[src/rtl/input_stream_loader.sv]
// Input stream loader: walks a FIFO of stream words and splits them into
// k-d tree internal nodes, leaf patches and query patches, emitting one
// single-cycle write strobe per completed record.

// One patch word holding register; instances form the patch staging buffer.
module input_stream_loader_slot #(
  parameter int DATA_WIDTH = 11
) (
  input  logic                  clk,
  input  logic                  rst,
  input  logic                  load,
  input  logic [DATA_WIDTH-1:0] d,
  output logic [DATA_WIDTH-1:0] q
);

  // Capture the popped word when this slot is the current word position.
  always_ff @(posedge clk or posedge rst) begin
    if (rst)       q <= '0;
    else if (load) q <= d;
  end

endmodule

module input_stream_loader #(
  parameter int DATA_WIDTH = 11,
  parameter int PATCH_SIZE = 5,
  parameter int LEAF_SIZE  = 8,
  parameter int NUM_LEAVES = 64,
  parameter int NUM_QUERYS = 494
) (
  input  logic                             wb_clk_i,
  input  logic                             wb_rst_i,
  input  logic                             load_kdtree,
  input  logic                             fifo_rempty_n,
  input  logic [DATA_WIDTH-1:0]            fifo_rdata,
  output logic                             fifo_deq,
  output logic                             int_node_wen,
  output logic [5:0]                       int_node_addr,
  output logic [2:0]                       int_node_idx,
  output logic [DATA_WIDTH-1:0]            int_node_median,
  output logic                             leaf_wen,
  output logic [5:0]                       leaf_addr,
  output logic [2:0]                       leaf_patch_sel,
  output logic [PATCH_SIZE*DATA_WIDTH-1:0] leaf_data,
  output logic [DATA_WIDTH-1:0]            leaf_patch_idx,
  output logic                             query_wen,
  output logic [8:0]                       query_addr,
  output logic [PATCH_SIZE*DATA_WIDTH-1:0] query_data,
  output logic                             kdtree_loaded,
  output logic                             queries_loaded
);

  // Word position counter must reach PATCH_SIZE (the leaf patch index word).
  localparam int SW = $clog2(PATCH_SIZE + 1);

  typedef enum logic [2:0] {IDLE, NODES, LEAVES, QUERIES, DONE} state_t;

  state_t                                state;
  logic [SW-1:0]                         word_sel;
  logic [5:0]                            node_cnt;
  logic [5:0]                            leaf_cnt;
  logic [2:0]                            patch_cnt;
  logic [8:0]                            query_cnt;
  logic [2:0]                            idx_hold;
  logic [PATCH_SIZE-1:0][DATA_WIDTH-1:0] slot_q;
  logic [PATCH_SIZE-1:0][DATA_WIDTH-1:0] slot_next;
  logic                                  node_last;
  logic                                  leaf_last;
  logic                                  query_last;
  logic                                  patch_phase;

  assign patch_phase = (state == LEAVES) || (state == QUERIES);
  assign node_last   = (node_cnt == 6'(NUM_LEAVES - 2));
  assign leaf_last   = (leaf_cnt == 6'(NUM_LEAVES - 1)) && (patch_cnt == 3'(LEAF_SIZE - 1));
  assign query_last  = (query_cnt == 9'(NUM_QUERYS - 1));

  // Pop whenever a loading state has data; a start pulse wins over popping.
  always_comb begin
    fifo_deq = 1'b0;
    if (!load_kdtree && fifo_rempty_n &&
        (state == NODES || state == LEAVES || state == QUERIES))
      fifo_deq = 1'b1;
  end

  // Patch staging buffer: one slot per data word, word 0 ends up at the LSB.
  // slot_next shows the buffer including a word popped this cycle, so a
  // query can be written out on the same edge its last word arrives.
  for (genvar k = 0; k < PATCH_SIZE; k++) begin : g_slot
    logic slot_ld;
    assign slot_ld = fifo_deq && patch_phase && (word_sel == SW'(k));
    input_stream_loader_slot #(.DATA_WIDTH(DATA_WIDTH)) u_slot (
      .clk  (wb_clk_i),
      .rst  (wb_rst_i),
      .load (slot_ld),
      .d    (fifo_rdata),
      .q    (slot_q[k])
    );
    assign slot_next[k] = slot_ld ? fifo_rdata : slot_q[k];
  end

  // Main sequencer: counters, registered strobes, record outputs and flags.
  always_ff @(posedge wb_clk_i or posedge wb_rst_i) begin
    if (wb_rst_i) begin
      state           <= IDLE;
      word_sel        <= '0;
      node_cnt        <= '0;
      leaf_cnt        <= '0;
      patch_cnt       <= '0;
      query_cnt       <= '0;
      idx_hold        <= '0;
      int_node_wen    <= 1'b0;
      int_node_addr   <= '0;
      int_node_idx    <= '0;
      int_node_median <= '0;
      leaf_wen        <= 1'b0;
      leaf_addr       <= '0;
      leaf_patch_sel  <= '0;
      leaf_data       <= '0;
      leaf_patch_idx  <= '0;
      query_wen       <= 1'b0;
      query_addr      <= '0;
      query_data      <= '0;
      kdtree_loaded   <= 1'b0;
      queries_loaded  <= 1'b0;
    end else begin
      int_node_wen <= 1'b0;
      leaf_wen     <= 1'b0;
      query_wen    <= 1'b0;
      if (load_kdtree) begin
        // Restart from scratch; any partial record is abandoned.
        state          <= NODES;
        word_sel       <= '0;
        node_cnt       <= '0;
        leaf_cnt       <= '0;
        patch_cnt      <= '0;
        query_cnt      <= '0;
        kdtree_loaded  <= 1'b0;
        queries_loaded <= 1'b0;
      end else if (fifo_deq) begin
        case (state)
          NODES: begin
            if (word_sel == '0) begin
              idx_hold <= fifo_rdata[2:0];
              word_sel <= SW'(1);
            end else begin
              word_sel        <= '0;
              int_node_wen    <= 1'b1;
              int_node_addr   <= node_cnt;
              int_node_idx    <= idx_hold;
              int_node_median <= fifo_rdata;
              node_cnt        <= node_cnt + 6'd1;
              if (node_last) state <= LEAVES;
            end
          end
          LEAVES: begin
            if (word_sel == SW'(PATCH_SIZE)) begin
              word_sel       <= '0;
              leaf_wen       <= 1'b1;
              leaf_addr      <= leaf_cnt;
              leaf_patch_sel <= patch_cnt;
              leaf_data      <= slot_q;
              leaf_patch_idx <= fifo_rdata;
              if (patch_cnt == 3'(LEAF_SIZE - 1)) begin
                patch_cnt <= '0;
                leaf_cnt  <= leaf_cnt + 6'd1;
              end else begin
                patch_cnt <= patch_cnt + 3'd1;
              end
              if (leaf_last) begin
                state         <= QUERIES;
                kdtree_loaded <= 1'b1;
              end
            end else begin
              word_sel <= word_sel + SW'(1);
            end
          end
          QUERIES: begin
            if (word_sel == SW'(PATCH_SIZE - 1)) begin
              word_sel   <= '0;
              query_wen  <= 1'b1;
              query_addr <= query_cnt;
              query_data <= slot_next;
              query_cnt  <= query_cnt + 9'd1;
              if (query_last) begin
                state          <= DONE;
                queries_loaded <= 1'b1;
              end
            end else begin
              word_sel <= word_sel + SW'(1);
            end
          end
          default: ;
        endcase
      end
    end
  end

endmodule

[config.mk]
export PLATFORM = sky130hd
export DESIGN_NAME = input_stream_loader
export DESIGN_NICKNAME = d
export VERILOG_FILES = /design/src/rtl/input_stream_loader.sv
export SDC_FILE = /design/constraint.sdc
export NUM_CORES = 1
export LEC_CHECK = 0
export CAP_MARGIN = 30
export CELL_PAD_IN_SITES_DETAIL_PLACEMENT = 1
export CELL_PAD_IN_SITES_GLOBAL_PLACEMENT = 1
export CORE_ASPECT_RATIO = 1.75
export CORE_MARGIN = 4
export CORE_UTILIZATION = 51
export CTS_BUF_LIST = sky130_fd_sc_hd__clkbuf_8
export CTS_CLUSTER_DIAMETER = 50
export DETAILED_ROUTE_END_ITERATION = 8
export DONT_BUFFER_PORTS = 1
export GPL_TIMING_DRIVEN = 0
export PLACE_DENSITY_LB_ADDON = 0.12
export SKIP_LAST_GASP = 1
export SYNTH_ARGS = -nofsm -noshare
export SYNTH_HDL_FRONTEND = slang
export SYNTH_HIERARCHICAL = 1
export SYNTH_SLANG_ARGS = --single-unit
[constraint.sdc]
create_clock -name wb_clk_i -period 6.9 [get_ports wb_clk_i]
set_clock_uncertainty 0.15 [all_clocks]
set_input_delay 0.345 -clock wb_clk_i [delete_from_list [all_inputs] [get_ports wb_clk_i]]
set_output_delay 0.345 -clock wb_clk_i [all_outputs]
set_load 0.005 [all_outputs]
Yosys cells after proc, flatten, opt, wreduce, memory -nomap -nowiden
Index checks and enable logic that the tools add are counted.

Register bits: 252. Word-level logic and storage cells: 149.

Add/sub/neg operators: 5. Equality and inequality tests: 19. Muxes and demuxes: 61. Bitwise logic cells: 2. Reduce and logical (&&, ||, !) cells: 36.

Operators by type and width (count): two-way mux 11 bit (5); two-way mux 6 bit (9); two-way mux 3 bit (17); two-way mux 9 bit (4); AND reduction 4 bit (7); two-way mux 1 bit (24); case mux 3 bit (3 select lines) (2); nonzero test 2 bit (9); adder 6 x 1 -> 6 bit, second input constant (2); == test 3 x 2 -> 1 bit, second input constant (4); == test 6 bit, second input constant (2); inequality test 3 bit, second input constant (4); adder 9 x 1 -> 9 bit, second input constant (1); == test 3 bit, second input constant (3); == test 9 bit, second input constant (1); logical AND 1 bit (9); AND reduction 3 bit (3); AND reduction 8 bit (1); adder 3 x 1 -> 3 bit, second input constant (2); == test 3 x 1 -> 1 bit, second input constant (2); inequality test 3 x 2 -> 1 bit, second input constant (2); nonzero test 4 bit (1); logical NOT 3 bit (1); logical OR 1 bit (3); other kinds (4) (5).

Longest topological paths before layout
Gate-level depths: netlist of the first run.

Depth after elaboration: 8. Mapped depth: 9. Mapped depth without buffers: 7.

Modules after synthesis
The synthesis of the first run kept the hierarchy.

Modules (own cells, without submodules): input_stream_loader (times used 1, cells each 841, area each 8027.7 µm², seq. area each 4929.7 µm²); input_stream_loader_slot (times used 5, cells each 24, area each 451.7 µm², seq. area each 275.3 µm²).

Worst setup path before layout of the first run
No wires, ideal clock.

Kind: input -> register. Start: in load_kdtree. End: reg g_slot[3].u_slot.q[0]. Setup time: 0.125 ns. Data arrival time: 1.777 ns. Required time: 6.625 ns. Slack: 4.848 ns. Cell stages on the path: 8. Cells stage by stage: buf_2 > and4bb_1 > buf_4 > nand2_1 > buf_2 > inv_1 > buf_6 > mux2_4.

Longest elaborated chain between the ends: 7.

RTL lines: from (decl) (line 33) `input logic load_kdtree,`; logical NOT 1 bit (line 80) `if (!load_kdtree && fifo_rempty_n &&`; logical AND 1 bit (2 in series) (line 80); two-way mux 1 bit (line 80); logical AND 1 bit (2 in series) (line 90) `assign slot_ld = fifo_deq && patch_phase && (word_sel == SW'(k));`; net g_slot[3].slot_ld (line 89) `logic slot_ld;`; two-way mux 11 bit; to (signal assigned) (line 18) `if (rst) q <= '0;`; to (signal assigned) (line 19) `else if (load) q <= d;`; to (decl) (line 13) `output logic [DATA_WIDTH-1:0] q`.

The timed path passes the listed nets, and every way through them passes these cells. A chain may end at the register's enable or synchronous reset.

Worst setup path in the final report of the first run
Start: reg word_sel[0]. End: reg query_data[18].

Longest elaborated chain between the ends: 3.

RTL lines: from (decl) (line 59) `logic [SW-1:0] word_sel;`; from (signal assigned) (line 174) `word_sel <= word_sel + SW'(1);`; from (signal assigned) (line 189) `word_sel <= word_sel + SW'(1);`; == test 3 x 1 -> 1 bit (line 90); logical AND 1 bit (line 90); two-way mux 11 bit; to (signal assigned) (line 182) `query_data <= slot_next;`; to (decl) (line 48) `output logic [PATCH_SIZE*DATA_WIDTH-1:0] query_data,`.

Parallel ways exist; a longest one is shown, timed or not.

==> results.toml, run 1 <==
[status]
status = "finished, final reports clean"

[setup_path]
startpoint_type = "register"
cp_cell_sequence = "inv_1 -> ha_1 -> nand3_1 -> nor2_1 -> clkbuf_1 -> nand2_1 -> nand2_1"
worst_path_largest_cell_delay_ns = 0.51
worst_reg2reg_path_length_in_cells = 7
cpLargestDelayFamily = "simple AND/OR/NAND/NOR gates"
critPathBufInv = 2
worst-endpoint-required_ns = 7.21
cp_slowest_cell = "nor2_1"
worst-endpoint-arrival_ns = 2.82
r2r_start = "word_sel[0]"
timing.critical_path.fanout_max = 10
timing_worst_setup_path_type = "register to register"
crit_end_element = "register"
r2r_slack_ns = 4.39
regToRegEndpoint = "query_data[18]"
critPathMostFrequentCell = "nand2_1"

[cts]
clockBufferDepth = 3
tritoncts_clock_tree = "yes"
post_cts_hold_buffer_count = 12
cts_repair_resize_count = 0
numCtsBuffers = 37
number_of_clock_sinks = 252
cts.htree.levels = 2
clkSlewWorstSetupHoldPaths_ns = 0.07
post_cts.repair.setup_buffers = 0
clock_insertion_delay_worst_skew_ns = 0.53
cts_root_buffer = "clkbuf_8"

[placed_design]
numPlacedInstances = 1207
port_buffers = 0
post-place-ws_ns = 4.40
hpwlAfterDp_um = 20000
gpl.final_weighted_congestion = 0.794

[pwr]
vdd_ir_drop_max_v = 0.000184
power.static_leakage_nw = 6.06
power_per_cell_area_nw_per_um2 = 263

[yosys]
ys_types = 46
synthesis.area_per_instance_um2 = 10.7
synth_seq_area_share = 0.613
yosys_most_used_dff = "dfrtp_1"
synth-warning-count = 6
netlist_instances = 961
synth_enable_flop_cells = 0
synth_fp_nets = 988
ys_async_sr_fraction = 1.00
synth-seq-cells = 252
syn-cell-area_um2 = 10300

[global_routing]
number_of_antenna_violations_at_the_first_check_in_global_routing = 4
first_global_vias = 7771
grt_first_pass_wirelength_um = 44900
grt_max_degree = 126
grt_overflow = 0
grt_usage = 0.259

[layout]
post_layout_nonfiller_instances = 1280
final_net_count = 1040
area_growth_pct = 11.3
proportion_of_layout_cells_with_a_drive_suffix_above_1 = 0.146

[floorplanning]
die-width_um = 115
std_cell_rows = 68
fp.dieH_um = 196
num_io_pins = 180
initial_utilization = 0.519
fp.dieArea_um2 = 22600
core_region_area_um2 = 19800

[hold_path]
worst_hold_path.endpoint = "query_cnt[8]"
hold_path_startpoint = "load_kdtree"
hold_path_depth = 3
worst_hold_path_type = "input port to register"

[sta]
relative_slew_slack = 0.416
maxSlewViolCount = 0
fin_worst_hold_slack_ns = 0.102
grt_setup_unrepaired = "false"
pin_slew_with_the_least_headroom_to_its_limit_ns = 0.876
max_freq_ghz = 0.398
final.min_clock_period_ns = 2.51
timing.final.crit_share = 0.364
final_setup_violating_endpoints = 0
layout_setup_ws_ns = 4.39
hold_viol_final = 0

[routing]
drt_pass1_iterations = 4
finalWirelength_um = 28700
detail_route.wl_per_cell_um = 22.4
drc = 0
postRouteAntennaNets = 0
vias_per_cell = 5.50
drt_iter0_markers = 350
route.vias.total = 7039

[run]
max_cap_violations = 0
==> synth_stat cells (all sizes together), types with 2 or more instances <==
cell,n,area share
a211oi,2,0.0015
a21oi,22,0.011
a31oi,2,0.0012
and3,4,0.0024
buf,23,0.014
clkbuf,25,0.0091
dfrtp,252,0.61
ha,12,0.015
inv,17,0.0062
mux2,76,0.10
mux2i,14,0.014
nand2,400,0.15
nand2b,2,0.0012
nand3,9,0.0049
nand3b,3,0.0022
nand4,8,0.0049
nor2,29,0.011
nor2b,5,0.0030
nor3,4,0.0019
nor4,4,0.0024
o21a,3,0.0022
o21ai,12,0.0058
o31ai,3,0.0022
o32ai,2,0.0017
or3,5,0.0030
or4,2,0.0015
xnor2,6,0.0051
xor2,3,0.0026
==> where the power goes <==
| part | total (W) | internal [W] | switching (W) | leakage, nW |
|---|---|---|---|---|
| clock network | 0.00115 | 0.000609 | 0.000542 | 0.389 |
| logic | 0.000201 | 0.000104 | 0.0000970 | 2.22 |
| registers | 0.00166 | 0.00157 | 0.0000873 | 3.46 |
| total | 0.00301 | 0.00228 | 0.000726 | 6.06 |
==> state kept, by name, summed over array words and instances, names as in the netlist, 9 cells and up <==
| name | cells |
|---|---|
| leaf_patch_idx | 11 |
| leaf_data | 55 |
| query_addr | 9 |
| int_node_median | 11 |
| query_cnt | 9 |
| g_slot.u_slot/q | 55 |
| query_data | 55 |
==> how the worst max path moves through the flow <==
stage / from / to / slack [ns] / cells past startpoint
2_1_floorplan: wb_rst_i / idx_hold[0] / 1.04 / 1
5_1_grt: word_sel[0] / query_data[26] / 4.15 / 7
3_3_place_gp: wb_rst_i / query_cnt[5] / -1.32 / 1
3_5_place_dp: word_sel[0] / query_data[22] / 4.40 / 7
6_report: word_sel[0] / query_data[18] / 4.39 / 7
4_1_cts: word_sel[0] / query_data[18] / 4.35 / 7
==> stage by stage <==
step	util	setup TNS [ns]	cell area (µm²)	power (W)
floorplan	-	0	10300	0.00179
global placement	0.534	-257.93	10600	0.00185
detailed placement	0.536	0	10600	0.00186
CTS	0.577	0	11400	0.00304
global route	0.577	0	11400	0.00314
finish	0.577	0	11400	0.00301
==> layer usage <==
metal,part of all wire,up-vias,global-route usage
met5,0.00045,-,0
met3,0.066,48,0.0676
met1,0.36,3608,0.294
met4,0.026,2,0.0844
met2,0.55,173,0.467
li1,-,3208,-
==> cell families (layout without fill, tap and decap cells) <==
family,after synthesis,after routing,synth area share
buffers and inverters,65,136,0.0296
flip-flops,252,252,0.613
AND/OR/NAND/NOR,482,482,0.190
multiplexers,90,90,0.115
other,0,3,0
adder cells (fa/ha/maj),12,12,0.0146
XOR/XNOR,9,9,0.00766
AO/OA/AOI/OAI,51,51,0.0296
==> placed cells by master, fill, tap and decap left out, types with 6 or more instances in the layout <==
cell / count
nand4_1: 8
nand3_1: 8
buf_2: 15
o21ai_0: 12
inv_1: 26
clkbuf_1: 25
ha_1: 12
dfrtp_1: 252
mux2_4: 50
mux2i_1: 14
dlygate4sd3_1: 12
nand2_1: 400
nor2_1: 29
xnor2_1: 6
a21oi_1: 22
mux2_2: 26
clkbuf_8: 44
==> layout make-up <==
cell class | instances | area, µm²
buffer | 48 | 240
sequential | 252 | 6310
multi-input combinational | 644 | 3680
tap | 245 | 307
clock inverter | 14 | 86.3
fill | 2153 | 8380
inverter | 17 | 71.3
clock buffer | 44 | 606
timing repair buffer | 13 | 148
antenna | 3 | 7.51
==> worst register-to-register path: stages, from the launching register on <==
cell      delay [ns]
dfrtp_1         0.41
inv_1           0.12
ha_1            0.31
nand3_1         0.28
nor2_1          0.52
clkbuf_1        0.44
nand2_1         0.13
nand2_1         0.10
Power figures use the tool's default switching activity.
==> inputs of run 2 (changes only) <==
--- a/config.mk
+++ b/config.mk
@@ -5,12 +5,13 @@
 export SDC_FILE = /design/constraint.sdc
 export NUM_CORES = 1
 export LEC_CHECK = 0
+export ABC_AREA = 1
 export CAP_MARGIN = 30
 export CELL_PAD_IN_SITES_DETAIL_PLACEMENT = 1
 export CELL_PAD_IN_SITES_GLOBAL_PLACEMENT = 1
 export CORE_ASPECT_RATIO = 1.75
 export CORE_MARGIN = 4
-export CORE_UTILIZATION = 51
+export CORE_UTILIZATION = 49
 export CTS_BUF_LIST = sky130_fd_sc_hd__clkbuf_8
 export CTS_CLUSTER_DIAMETER = 50
 export DETAILED_ROUTE_END_ITERATION = 8
==> constraint.sdc (replaced) <==
create_clock -name wb_clk_i -period 2.45 [get_ports wb_clk_i]
set_clock_uncertainty 0.15 [all_clocks]
set_input_delay 0.1225 -clock wb_clk_i [delete_from_list [all_inputs] [get_ports wb_clk_i]]
set_output_delay 0.1225 -clock wb_clk_i [all_outputs]
set_load 0.005 [all_outputs]
==> run 2 against run 1 <==
Net effect:
- wire length grew 10%
- area after synthesis is essentially flat
- critical path depth grew 4
- die area grew 3.8%
- flip-flop and latch count is the same
- sequential power grew to 3.0 times the previous value
- register-to-register slack lost 4.2 ns
- clock power grew to 2.9 times the previous value
- cell area grew 1.6%
- hold slack lost 0.030 ns
- sequential share of layout area shrank 0.89 points
==> results.toml, run 2 <==
[routing]
route.vias.total = 8272
drc = 0
drt_pass1_iterations = 4
finalWirelength_um = 31700
drt_iter0_markers = 381
postRouteAntennaNets = 0
detail_route.wl_per_cell_um = 20.8
vias_per_cell = 5.43

[pwr]
power.static_leakage_nw = 6.28
power_per_cell_area_nw_per_um2 = 800
vdd_ir_drop_max_v = 0.000428
p_total_w = 0.00931

[yosys]
syn-cell-area_um2 = 10300
synth_adder_area_share = 0.0146
ys_types = 31
synthesis.area_per_instance_um2 = 8.65
share_of_the_synthesized_area_in_compound_gates_ao_oa_aoi_oai = 0.0731
synth-warning-count = 6
synth.cells.most_frequent = "nand2_1 (566), dfrtp_1 (252), o21ai_0 (124)"
post-synth-top-count-cell = "nand2_1"
synth_xor_xnor_area_share = 0.00170
yosys_most_used_dff = "dfrtp_1"
synth_enable_flop_cells = 0
netlist_instances = 1189
synth-seq-cells = 252
synth_top_cell_area_share = 0.613
ys_async_sr_fraction = 1.00
post_synth_mux_area_share = 0
combinational_family_with_the_most_area_after_synthesis = "simple AND/OR/NAND/NOR gates"
post_synth_and_or_nand_nor_area_fraction = 0.246
synth.area.top_cells = "dfrtp_1 (61%), nand2_1 (21%), o21ai_0 (6.0%)"
synth_fp_nets = 1216
synth_seq_area_share = 0.613
yosysTopAreaCell = "dfrtp_1"

[floorplanning]
die-width_um = 118
num_io_pins = 180
fp.dieH_um = 200
initial_utilization = 0.503
core_region_area_um2 = 20500
std_cell_rows = 69
fp.dieArea_um2 = 23500

[layout]
area_growth_pct = 13.1
antenna-diode-count = 0
post_layout_nonfiller_instances = 1524
filler_cell_count = 2473
final_cell_mix = "nand2_1 (566), dfrtp_1 (252), o21ai_0 (124), inv_1 (72), nor2_1 (52)"
proportion_of_layout_cells_with_a_drive_suffix_above_1 = 0.0823
postLayoutCoreUtil = 0.569
final_area_um2 = 11600
final_net_count = 1282
final_common_cell = "nand2_1"
reg_top3 = "g_slot.u_slot/q: 55 flops, leaf_data: 55 flops, query_data: 55 flops"

[cts]
clkSlewWorstSetupHoldPaths_ns = 0.07
clockBufferDepth = 3
cts.htree.levels = 2
numCtsBuffers = 39
tritoncts_clock_tree = "yes"
clock_insertion_delay_worst_skew_ns = 0.54
number_of_clock_sinks = 252
cts_root_buffer = "clkbuf_8"

[global_routing]
busiest_layer = "met2"
grt_usage = 0.276
grtUsageMet1 = 0.308
grt_overflow = 0
grt_first_pass_wirelength_um = 50900
number_of_antenna_violations_at_the_first_check_in_global_routing = 0
grt_use_met3 = 0.0600
first_global_vias = 9055
grt_max_degree = 36
met2_usage = 0.505

[run]
max_cap_violations = 0

[setup_path]
timing_worst_setup_path_type = "register to register"
worst_reg2reg_path_length_in_cells = 11
worst-endpoint-arrival_ns = 2.55
crit_end_element = "register"
startpoint_type = "register"
worst-endpoint-required_ns = 2.72
regToRegEndpoint = "node_cnt[4]"
r2r_slack_ns = 0.17
timing.critical_path.fanout_max = 9
r2r_start = "word_sel[0]"

[sta]
final.min_clock_period_ns = 2.28
final_setup_violating_endpoints = 0
maxSlewViolCount = 0
pin_slew_with_the_least_headroom_to_its_limit_ns = 0.759
relative_slew_slack = 0.493
timing.final.crit_share = 0.930
max_freq_ghz = 0.439
hold_viol_final = 0

[placed_design]
gpl.final_weighted_congestion = 0.877
numPlacedInstances = 1443
port_buffers = 0
hpwlAfterDp_um = 22800
placedInstanceArea_um2 = 10700

[status]
status = "finished, final reports clean"

[hold_path]
worst_hold_path_type = "input port to asynchronous set/reset pin"
## run 2: per-stage QoR
stage / setup slack [ns] / hold slack, ns / setup TNS (ns)
final: 0.172 / 0.0721 / 0
after detailed placement: -0.162 / -0.107 / -5.17
after CTS: 0.00805 / 0.0696 / 0
after global placement: -1.50 / -0.117 / -292.88
after global routing: -0.0134 / 0.109 / -0.0199
after floorplan: -0.369 / -0.175 / -72.67
## run 2: cells by family after synthesis
group,Yosys count
compound gates,147
buf+inv,120
xor+xnor,2
fa+ha+maj,12
flops,252
simple gates,656
## run 2: metal layers
metal  up-vias  routed length, µm
li1       3824                  -
met1      4143              11700
met2       235              16800
met3        70               1800
met4         0               1390
met5         -                  0
## run 2: what timing repair did
action                                  in CTS  in global routing
hold buffers                                15                  0
hold endpoints to repair                   283                  0
resized for setup                            2                 19
endpoints found under the setup margin      77                 72
pin swaps                                    1                  0
setup buffers                                4                  0
## run 2: worst max path at each step
stage | endpoint | cells past startpoint | slack (ns) | from
2_1_floorplan | idx_hold[0] | 1 | -0.37 | wb_rst_i
3_3_place_gp | int_node_addr[0] | 1 | -1.50 | wb_rst_i
3_5_place_dp | g_slot[0].u_slot/q[5] | 10 | -0.16 | word_sel[0]
4_1_cts | node_cnt[4] | 11 | 0.008 | word_sel[0]
5_1_grt | g_slot[0].u_slot/q[2] | 10 | -0.01 | word_sel[0]
6_report | node_cnt[4] | 11 | 0.17 | word_sel[0]
## run 2: power by group
| part | internal [W] | leakage, nW | switching (W) |
|---|---|---|---|
| combinational | 0.000331 | 2.41 | 0.000718 |
| clock | 0.00171 | 0.416 | 0.00160 |
| sequential | 0.00456 | 3.46 | 0.000382 |
## run 2: critical path, cell delays in order, from the launching register on
cell        delay (ns)
dfrtp_1           0.42
inv_1             0.15
ha_1              0.19
inv_1             0.05
nor2_2            0.18
inv_1             0.11
nand3_1           0.29
clkinvlp_4        0.30
nand3b_1          0.17
nand2_1           0.06
nand2_1           0.05
nor2_1            0.05
## run 2: final cells by class
class | count | area (µm²) | area share
buffer | 52 | 283 | 0.0243
clock buffer | 47 | 647 | 0.0556
clock inverter | 15 | 57.6 | 0.00495
inverter | 68 | 263 | 0.0226
multi-input combinational | 817 | 3460 | 0.297
sequential | 252 | 6310 | 0.542
tap | 248 | 310 | 0.0267
timing repair buffer | 25 | 308 | 0.0265
